`src/rtl/key_sw_ctrl_pkg.sv`:
```
// Shared constants and status-register helpers for the KEY/SW input controller.
package key_sw_ctrl_pkg;

    localparam int          DEBOUNCE_DEF = 500000;
    localparam logic [31:0] ADDRKEY_DEF  = 32'hFFFFF080;
    localparam logic [31:0] ADDRSW_DEF   = 32'hFFFFF090;

    localparam int CTRL_RDY = 0;
    localparam int CTRL_OVR = 2;
    localparam int CTRL_IE  = 4;

    typedef struct packed {
        logic ie;
        logic ovr;
        logic rdy;
    } status_t;

    // Event beats both a data read and a CTRL write; OVR only flags an unread, unconsumed RDY.
    function automatic status_t status_next(
        input status_t     cur,
        input logic        evt,
        input logic        data_rd,
        input logic        ctrl_wr,
        input logic [31:0] wd
    );
        status_t nxt;
        nxt = cur;
        if (ctrl_wr) begin
            nxt.ie = wd[CTRL_IE];
        end else begin
            nxt.ie = cur.ie;
        end
        if (evt) begin
            nxt.rdy = 1'b1;
        end else if ((ctrl_wr && !wd[CTRL_RDY]) || data_rd) begin
            nxt.rdy = 1'b0;
        end else begin
            nxt.rdy = cur.rdy;
        end
        if (evt && cur.rdy && !data_rd) begin
            nxt.ovr = 1'b1;
        end else if (ctrl_wr && !wd[CTRL_OVR]) begin
            nxt.ovr = 1'b0;
        end else begin
            nxt.ovr = cur.ovr;
        end
        return nxt;
    endfunction

    function automatic logic [31:0] ctrl_word(input status_t s);
        return {27'd0, s.ie, 1'b0, s.ovr, 1'b0, s.rdy};
    endfunction

endpackage

```
`src/rtl/key_sw_ctrl_io_debounce.sv`:
```
// Two-flop synchroniser plus a group debouncer: a change must hold for CYCLES cycles before it is accepted.
module io_debounce
    import key_sw_ctrl_pkg::*;
#(
    parameter int WIDTH  = 4,
    parameter int CYCLES = 4
) (
    input  logic             clk,
    input  logic             reset,
    input  logic [WIDTH-1:0] i_din,
    output logic [WIDTH-1:0] o_stable,
    output logic             o_event
);

    localparam int            CW   = $clog2(CYCLES);
    localparam logic [CW-1:0] LAST = CW'(CYCLES - 1);

    localparam logic [0:0] ST_IDLE  = 1'b0;
    localparam logic [0:0] ST_COUNT = 1'b1;

    logic [WIDTH-1:0] r_meta;
    logic [WIDTH-1:0] r_sync;
    logic [WIDTH-1:0] r_stable;
    logic [WIDTH-1:0] r_cand;
    logic [CW-1:0]    r_cnt;
    logic [0:0]       r_state;
    logic             w_event;

    // The acceptance pulse is decoded from state so the status flops latch it on the same edge as stable.
    assign w_event  = (r_state == ST_COUNT) && (r_sync != r_stable) &&
                      (r_sync == r_cand) && (r_cnt == LAST);
    assign o_stable = r_stable;
    assign o_event  = w_event;

    // Synchroniser and debounce state machine.
    always_ff @(posedge clk) begin
        if (reset) begin
            r_meta   <= '0;
            r_sync   <= '0;
            r_stable <= '0;
            r_cand   <= '0;
            r_cnt    <= '0;
            r_state  <= ST_IDLE;
        end else begin
            r_meta <= i_din;
            r_sync <= r_meta;
            case (r_state)
                ST_IDLE: begin
                    if (r_sync != r_stable) begin
                        r_cand  <= r_sync;
                        r_cnt   <= '0;
                        r_state <= ST_COUNT;
                    end else begin
                        r_cnt <= '0;
                    end
                end
                ST_COUNT: begin
                    if (r_sync == r_stable) begin
                        r_state <= ST_IDLE;
                    end else if (r_sync != r_cand) begin
                        r_cand <= r_sync;
                        r_cnt  <= '0;
                    end else if (r_cnt == LAST) begin
                        r_stable <= r_cand;
                        r_state  <= ST_IDLE;
                    end else begin
                        r_cnt <= r_cnt + CW'(1);
                    end
                end
                default: begin
                    r_state <= ST_IDLE;
                end
            endcase
        end
    end

endmodule

```
`src/rtl/key_sw_ctrl.sv`:
```
// Memory-mapped KEY/SW controller: debounced inputs, Ready/Overrun status, interrupt enable, read mux.
module key_sw_ctrl
    import key_sw_ctrl_pkg::*;
#(
    parameter int               DBITS           = 32,
    parameter int               DEBOUNCE_CYCLES = DEBOUNCE_DEF,
    parameter logic [DBITS-1:0] ADDRKEY         = DBITS'(ADDRKEY_DEF),
    parameter logic [DBITS-1:0] ADDRSW          = DBITS'(ADDRSW_DEF)
) (
    input  logic             clk,
    input  logic             reset,
    input  logic [DBITS-1:0] addr,
    input  logic [DBITS-1:0] wrdata,
    input  logic             we,
    input  logic             re,
    output logic [DBITS-1:0] rdata,
    output logic             hit,
    input  logic [3:0]       KEY,
    input  logic [9:0]       SW,
    output logic             irq
);

    localparam logic [DBITS-1:0] ADDR_KDATA = ADDRKEY;
    localparam logic [DBITS-1:0] ADDR_KCTRL = ADDRKEY + DBITS'(4);
    localparam logic [DBITS-1:0] ADDR_SDATA = ADDRSW;
    localparam logic [DBITS-1:0] ADDR_SCTRL = ADDRSW + DBITS'(4);

    logic [3:0] w_key_db;
    logic [9:0] w_sw_db;
    logic       w_key_evt;
    logic       w_sw_evt;
    logic       w_hit_kdata;
    logic       w_hit_kctrl;
    logic       w_hit_sdata;
    logic       w_hit_sctrl;
    status_t    r_kst;
    status_t    r_sst;
    logic       r_irq;

    // Keys are active-low at the pins; the debouncer works on the pressed mask.
    io_debounce #(.WIDTH(4), .CYCLES(DEBOUNCE_CYCLES)) u_key_db (
        .clk      (clk),
        .reset    (reset),
        .i_din    (~KEY),
        .o_stable (w_key_db),
        .o_event  (w_key_evt)
    );

    io_debounce #(.WIDTH(10), .CYCLES(DEBOUNCE_CYCLES)) u_sw_db (
        .clk      (clk),
        .reset    (reset),
        .i_din    (SW),
        .o_stable (w_sw_db),
        .o_event  (w_sw_evt)
    );

    assign w_hit_kdata = (addr == ADDR_KDATA);
    assign w_hit_kctrl = (addr == ADDR_KCTRL);
    assign w_hit_sdata = (addr == ADDR_SDATA);
    assign w_hit_sctrl = (addr == ADDR_SCTRL);
    assign hit         = w_hit_kdata | w_hit_kctrl | w_hit_sdata | w_hit_sctrl;
    assign irq         = r_irq;

    // Combinational read mux; misses return zero.
    always_comb begin
        rdata = '0;
        if (w_hit_kdata) begin
            rdata = DBITS'({28'd0, w_key_db});
        end else if (w_hit_kctrl) begin
            rdata = DBITS'(ctrl_word(r_kst));
        end else if (w_hit_sdata) begin
            rdata = DBITS'({22'd0, w_sw_db});
        end else if (w_hit_sctrl) begin
            rdata = DBITS'(ctrl_word(r_sst));
        end else begin
            rdata = '0;
        end
    end

    // Status flops per group and the registered interrupt.
    always_ff @(posedge clk) begin
        if (reset) begin
            r_kst <= '0;
            r_sst <= '0;
            r_irq <= 1'b0;
        end else begin
            r_kst <= status_next(r_kst, w_key_evt, re && w_hit_kdata,
                                 we && w_hit_kctrl, 32'(wrdata));
            r_sst <= status_next(r_sst, w_sw_evt, re && w_hit_sdata,
                                 we && w_hit_sctrl, 32'(wrdata));
            r_irq <= (r_kst.rdy & r_kst.ie) | (r_sst.rdy & r_sst.ie);
        end
    end

endmodule

```
`config.mk`:
```
export PLATFORM = sky130hd
export DESIGN_NAME = key_sw_ctrl
export DESIGN_NICKNAME = d
export VERILOG_FILES = /design/src/rtl/key_sw_ctrl_pkg.sv /design/src/rtl/key_sw_ctrl_io_debounce.sv /design/src/rtl/key_sw_ctrl.sv
export SDC_FILE = /design/constraint.sdc
export NUM_CORES = 1
export LEC_CHECK = 0
export CAP_MARGIN = 15
export CELL_PAD_IN_SITES_DETAIL_PLACEMENT = 1
export CELL_PAD_IN_SITES_GLOBAL_PLACEMENT = 2
export CORE_MARGIN = 8
export CORE_UTILIZATION = 26
export CTS_CLUSTER_SIZE = 14
export DETAILED_ROUTE_END_ITERATION = 8
export PLACE_DENSITY = 0.76
export SLEW_MARGIN = 20
export SYNTH_ARGS = -nofsm -noshare
export SYNTH_HDL_FRONTEND = slang
export SYNTH_SLANG_ARGS = --single-unit
```
`constraint.sdc`:
```
create_clock -name clk -period 2.88 [get_ports clk]
set_clock_uncertainty 0.05 [all_clocks]
set_input_delay 0.576 -clock clk [delete_from_list [all_inputs] [get_ports clk]]
set_output_delay 0.576 -clock clk [all_outputs]
set_load 0.02 [all_outputs]
```
== Word-level counts from Yosys, hierarchy flattened ==
Index checks and enable logic that the tools add are counted.

* Flip-flop bits (word level): 103
* Input bits: 82
* Output and inout port bits: 34
* Word-level logic and storage cells: 128

* $add $sub $neg: 2
* Equality and inequality tests: 22
* Muxes and demuxes: 38
* Bitwise logic cells: 13
* Reduce and logical (&&, ||, !) cells: 34

{| class="wikitable"
|+ Operators by type and width
! cell !! number
|-
| == test 32 bit (second input constant) || 4
|-
| 2-to-1 mux 19 bit || 6
|-
| case mux 19 bit (2 select lines) || 2
|-
| 2-to-1 mux 10 bit || 6
|-
| adder 19 x 1 -> 19 bit (second input constant) || 2
|-
| == test 19 bit (second input constant) || 2
|-
| == test 10 bit || 2
|-
| inequality test 10 bit || 2
|-
| case mux 10 bit (2 select lines) || 1
|-
| logical AND 1 bit || 18
|-
| 2-to-1 mux 1 bit || 16
|-
| 2-to-1 mux 4 bit || 3
|-
| == test 4 bit || 2
|-
| inequality test 2 bit (second input constant) || 4
|-
| inequality test 4 bit || 2
|-
| case mux 4 bit (2 select lines) || 1
|-
| AND reduction 4 bit || 2
|-
| nonzero test 2 bit || 4
|-
| inequality test 3 bit (second input constant) || 2
|-
| NOT 1 bit || 6
|-
| AND reduction 3 bit || 2
|-
| 2-to-1 mux 5 bit || 1
|-
| zero test 1 bit || 4
|-
| inequality test 2 x 1 -> 1 bit (second input constant) || 2
|-
| other kinds (6) || 13
|}

== Longest topological paths before layout ==
* Depth after elaboration: 7
* Gate-level depth with buffers: 10

== Hierarchy ==
A second synthesis with hierarchy kept.

* Cell total of the unflattened synthesis: 560
* Area, all modules: 5243.8 um^2

{| class="wikitable"
|+ By module, submodules not included
! module !! instances !! cells each !! area each (um^2)
|-
| io_debounce (u_sw_db) || 1 || 264 || 2627.5
|-
| io_debounce (u_key_db) || 1 || 197 || 1818.0
|-
| key_sw_ctrl || 1 || 99 || 798.3
|}

== Least setup slack after synthesis ==
Ideal clock, no wire load.

* Path kind: input to output
* Start: input port addr[22]
* End: output port rdata[5]
* Data arrival time: 2.628 ns
* Required time: 2.254 ns
* Setup slack: -0.374 ns
* Cell stages on the path: 7
* Cells stage by stage: nand4_1 > or3_1 > or4_4 > or4_1 > buf_2 > or3_4 > nor2_1

* Cells in the longest elaborated chain, start to end: 4
* Elaborated cells on any way between the ends: 6

{| class="wikitable"
|+ Ends and longest elaborated chain
! element !! RTL line !! source
|-
| from (decl) || key_sw_ctrl.sv:12 || <nowiki>input logic [DBITS-1:0] addr,</nowiki>
|-
| == test 32 bit || key_sw_ctrl.sv:59 || <nowiki>assign w_hit_sdata = (addr == ADDR_SDATA);</nowiki>
|-
| 2-to-1 mux 10 bit || key_sw_ctrl.sv:71 || <nowiki>end else if (w_hit_sdata) begin</nowiki>
|-
| 2-to-1 mux 10 bit || key_sw_ctrl.sv:69 || <nowiki>end else if (w_hit_kctrl) begin</nowiki>
|-
| 2-to-1 mux 10 bit * || key_sw_ctrl.sv:67 || <nowiki>if (w_hit_kdata) begin</nowiki>
|-
| to (decl) || key_sw_ctrl.sv:16 || <nowiki>output logic [DBITS-1:0] rdata,</nowiki>
|}

Mark *: on every way between the ends. The rest lies on a longest branch, timed or not.

== Final worst setup path ==
* Start: input port addr[25]
* End: output port rdata[9]

Same word-level chain as after synthesis.

==> out/summary.log <==
INFO  run_status     result_of_the_run=finished with violations
INFO  run_status     violations_in_the_final_reports=negative setup slack
INFO  clocking       cts_num_sinks=103
INFO  sta            maxSlewViolCount=0
INFO  floorplanning  coreArea=0.0180mm²
INFO  critical_path  cp_data_arrival_time=2790ps
INFO  synth          synth_top_cell_by_area=sky130_fd_sc_hd__dfxtp_1
INFO  drt            num_vias=4,093
INFO  finish         drive_above_1_share=0.164
INFO  global_route   wire_length_of_the_first_global_routing_pass=22,200µm
INFO  clocking       clock_tree.htree_level_count=3
INFO  critical_path  start_kind=input port
INFO  placement      placement.setup.worst_slack=-1410ps
INFO  synth          number_of_synthesized_flops_with_an_enable_pin=0
INFO  floorplanning  fp.dieArea=0.0229mm²
INFO  finish         n_antenna_cell=0
INFO  global_route   number_of_antenna_violations_at_the_first_check_in_global_routing=0
INFO  critical_path  critical_path.startpoint=addr[25]
INFO  finish         finished_layout_cells=871
INFO  power_and_ir_drop comb_power_share=0.096
INFO  critical_path  worst_ep_required_time=2250ps
INFO  power_and_ir_drop leakage=2.26nW
INFO  floorplanning  floorplan.die.width=151µm
INFO  synth          synthesis.area=0.00477mm²
INFO  drt            routed_wl=13,800µm
INFO  min_path       worst_hold_path_type=register to register
INFO  critical_path  critical_path.reg2reg.startpoint=u_sw_db.r_cnt[0]$_SDFFE_PP0P_
INFO  power_and_ir_drop power_report.internal_total=2.27mW
INFO  drt            dr.first_iter.drc_count=161
INFO  clocking       clock_tree_from_tritoncts=built
INFO  synth          post-synth-top-area-fraction=0.433
INFO  floorplanning  dieHeight=151µm
INFO  sta            timing.final.crit_share=1.19
INFO  clocking       clk_transition_reported_paths=70ps
INFO  sta            timing.fmax=293MHz
INFO  floorplanning  initial_utilization=0.265
INFO  clocking       worstSkewPairLatency=350ps
INFO  power_and_ir_drop peakVddDrop=0.286mV
INFO  global_route   global_route.usage.total=0.122
INFO  placement      dp.cells=840
INFO  synth          synth_seq_cells=103
INFO  floorplanning  num_io_pins=116
INFO  clocking       cts-buffers-inserted=9
INFO  synth          synthFlopType=sky130_fd_sc_hd__dfxtp_1
INFO  placement      place.port_buffers=64
INFO  sta            min_period=3420ps
INFO  synth          async_reset_ff_frac=0
INFO  finish         layout.nets=721
INFO  power_and_ir_drop seq_power_share=0.487
INFO  sta            finalHoldViolCount=0
INFO  global_route   first_global_vias=4,428
INFO  power_and_ir_drop power.switching_fraction=0.249
INFO  sta            finalSetupViolCount=11
INFO  synth          synth_sequential_area_ratio=0.433
INFO  finish         stdcell_area=0.00627mm²
INFO  synth          synth_cells=552
INFO  drt            dr.pass1.iters=4
INFO  clocking       cts-root-to-sink-buffers=2
INFO  critical_path  worstPathMaxFanout=5
INFO  placement      dpl-instance-area=0.00571mm²
INFO  drt            detail_route.wl_per_cell=15.8µm
INFO  placement      gp_routability_congestion=0.775
INFO  power_and_ir_drop power_density=483mW/mm²
INFO  synth          post_synth_main_area_contributors=sky130_fd_sc_hd__dfxtp_1 43%, sky130_fd_sc_hd__xnor2_1 6.1%, sky130_fd_sc_hd__mux2i_1 4.8%
INFO  drt            antenna_violating_nets_post_route=0
INFO  synth          yosysWarningCount=0
INFO  sta            rsz0062_at_grt=true
INFO  drt            remaining_drc_errors=0
INFO  power_and_ir_drop netSwitchingPower=0.756mW
INFO  sta            final_critical_path_setup_slack=-537ps
INFO  drt            routed_via_density=4.70
INFO  global_route   grt_remaining_overflow=0
INFO  synth          syn-mean-instance-area=8.63µm²
INFO  min_path       holdCritStartpoint=u_key_db.r_meta[3]$_SDFF_PP0_
INFO  synth          synth_common_cells=103 x sky130_fd_sc_hd__dfxtp_1, 58 x sky130_fd_sc_hd__nor2_1, 42 x sky130_fd_sc_hd__nand2_1
INFO  synth          yosysMostFrequentCell=sky130_fd_sc_hd__dfxtp_1
INFO  global_route   grt_start_max_net_pins=50
INFO  critical_path  criticalPathCategory=input port to output pin
INFO  power_and_ir_drop power.clock.fraction=0.417
INFO  sta            worst_slew_margin_rel=0.545
INFO  sta            tightestPinTransition=683ps
INFO  finish         area_growth=31.5%
INFO  critical_path  endpoint_kind=output pin
INFO  synth          ys_types=45
INFO  clocking       clockRootBuffer=sky130_fd_sc_hd__clkbuf_16
INFO  job            max-cap-violations=0
INFO  floorplanning  row_cnt=49
INFO  placement      detailed_place_hpwl=10,100µm
## logic make-up (layout without fill, tap and decap cells)
logic type	count (synthesis)	after routing	share of synthesized area
compound gates	66	66	0.0777
xor+xnor	44	44	0.0809
fa+ha+maj	2	2	0.00525
buf+inv	60	129	0.0662
flops	103	103	0.433
mux	26	26	0.0601
other cells	1	22	0.000787
simple gates	250	250	0.276
## placed cells by master, fill, tap and decap left out, types with 3 or more instances in the layout
| cell | instances |
|---|---|
| sky130_fd_sc_hd__dfxtp_1 | 103 |
| sky130_fd_sc_hd__nor2_1 | 53 |
| sky130_fd_sc_hd__nand2_1 | 41 |
| sky130_fd_sc_hd__buf_4 | 35 |
| sky130_fd_sc_hd__xnor2_1 | 33 |
| sky130_fd_sc_hd__a21oi_1 | 33 |
| sky130_fd_sc_hd__clkdlybuf4s50_1 | 28 |
| sky130_fd_sc_hd__nor2b_1 | 27 |
| sky130_fd_sc_hd__buf_6 | 25 |
| sky130_fd_sc_hd__nand4_1 | 24 |
| sky130_fd_sc_hd__mux2i_1 | 23 |
| sky130_fd_sc_hd__conb_1 | 22 |
| sky130_fd_sc_hd__nand3_1 | 20 |
| sky130_fd_sc_hd__or3_1 | 16 |
| sky130_fd_sc_hd__o21ai_0 | 16 |
| sky130_fd_sc_hd__nor3_1 | 15 |
| sky130_fd_sc_hd__inv_1 | 11 |
| sky130_fd_sc_hd__xor2_1 | 11 |
| sky130_fd_sc_hd__or4_1 | 9 |
| sky130_fd_sc_hd__clkbuf_16 | 9 |
| sky130_fd_sc_hd__o31ai_1 | 8 |
| sky130_fd_sc_hd__dlygate4sd2_1 | 8 |
| sky130_fd_sc_hd__and3_1 | 7 |
| sky130_fd_sc_hd__nor4_1 | 6 |
| sky130_fd_sc_hd__nor2_4 | 5 |
| sky130_fd_sc_hd__nor3_4 | 3 |
| sky130_fd_sc_hd__and2_1 | 3 |
| sky130_fd_sc_hd__and4_1 | 3 |
| sky130_fd_sc_hd__clkinv_2 | 3 |
## metrics by stage
| stage | hold WS [ps] | utilization | power, mW | TNS, ps |
|---|---|---|---|---|
| 2_1_floorplan | 364 | - | 1.68 | -2020 |
| 3_3_place_gp | 372 | 0.318 | 1.78 | -14640 |
| 3_5_place_dp | 378 | 0.318 | 1.79 | -14680 |
| 4_1_cts | 400 | 0.347 | 3.07 | -7820 |
| 5_1_grt | 407 | 0.349 | 3.17 | -5570 |
| 6_report | 391 | 0.349 | 3.03 | -5040 |
## critical path, stage by stage
cell                              delay [ps]
sky130_fd_sc_hd__clkdlybuf4s50_1         510
sky130_fd_sc_hd__nand4_1                 120
sky130_fd_sc_hd__or4_4                   430
sky130_fd_sc_hd__or4_4                   430
sky130_fd_sc_hd__or3_4                   460
sky130_fd_sc_hd__nor2_4                  140
sky130_fd_sc_hd__buf_6                   130
## power by group through the flow
stage	clock network [mW]	logic [mW]	registers, mW
2_1_floorplan	0	0.177	1.50
3_3_place_gp	0	0.271	1.51
3_5_place_dp	0	0.277	1.51
4_1_cts	1.31	0.285	1.48
5_1_grt	1.37	0.321	1.48
6_report	1.26	0.290	1.48
## per-layer routing
metal / vias up / global-route usage / wire length [µm]
met5: - / 0 / 0
met4: 0 / 0.0371 / 185
met3: 17 / 0.0281 / 540
met2: 64 / 0.212 / 6860
met1: 1962 / 0.147 / 6190
li1: 2050 / - / -
## registers in the layout, summed over array words and instances (netlist names)
name,flops
u_key_db.r_cand,4
u_sw_db.r_cand,10
u_key_db.r_state,1
u_key_db.o_stable,4
irq,1
u_sw_db.r_sync,10
u_sw_db.r_state,1
u_key_db.r_cnt,19
u_sw_db.o_stable,10
r_sst,3
u_key_db.r_sync,4
r_kst,3
u_sw_db.r_cnt,19
u_key_db.r_meta,4
u_sw_db.r_meta,10
## repair_timing
| action | CTS | global route |
|---|---|---|
| hold buffers | 0 | 0 |
| hold endpoints to repair | 0 | 0 |
| buffers inserted | 19 | 3 |
| pin swaps | 14 | 14 |
| endpoints found under the setup margin | 11 | 13 |
| gates resized for setup | 155 | 22 |
## final timing paths
path | to | slack, ps | cells past startpoint
worst min-delay path | u_key_db.r_sync[3]$_SDFF_PP0_ | 390 | 1
worst min register to register | u_key_db.r_sync[3]$_SDFF_PP0_ | 390 | 1
worst max register to register | u_sw_db.r_cnt[17]$_SDFFE_PP0P_ | 540 | 8
worst max-delay path | rdata[9] | -540 | 7
## area by class of cell
cell class,instances,area (µm²)
multi-input combinational,410,2620
inverter,12,47.5
clock inverter,7,81.3
sequential,103,2060
fill,2094,11700
clock buffer,9,225
tap,229,287
timing repair buffer,101,942
Note: power is estimated with default switching activity, not from simulation.
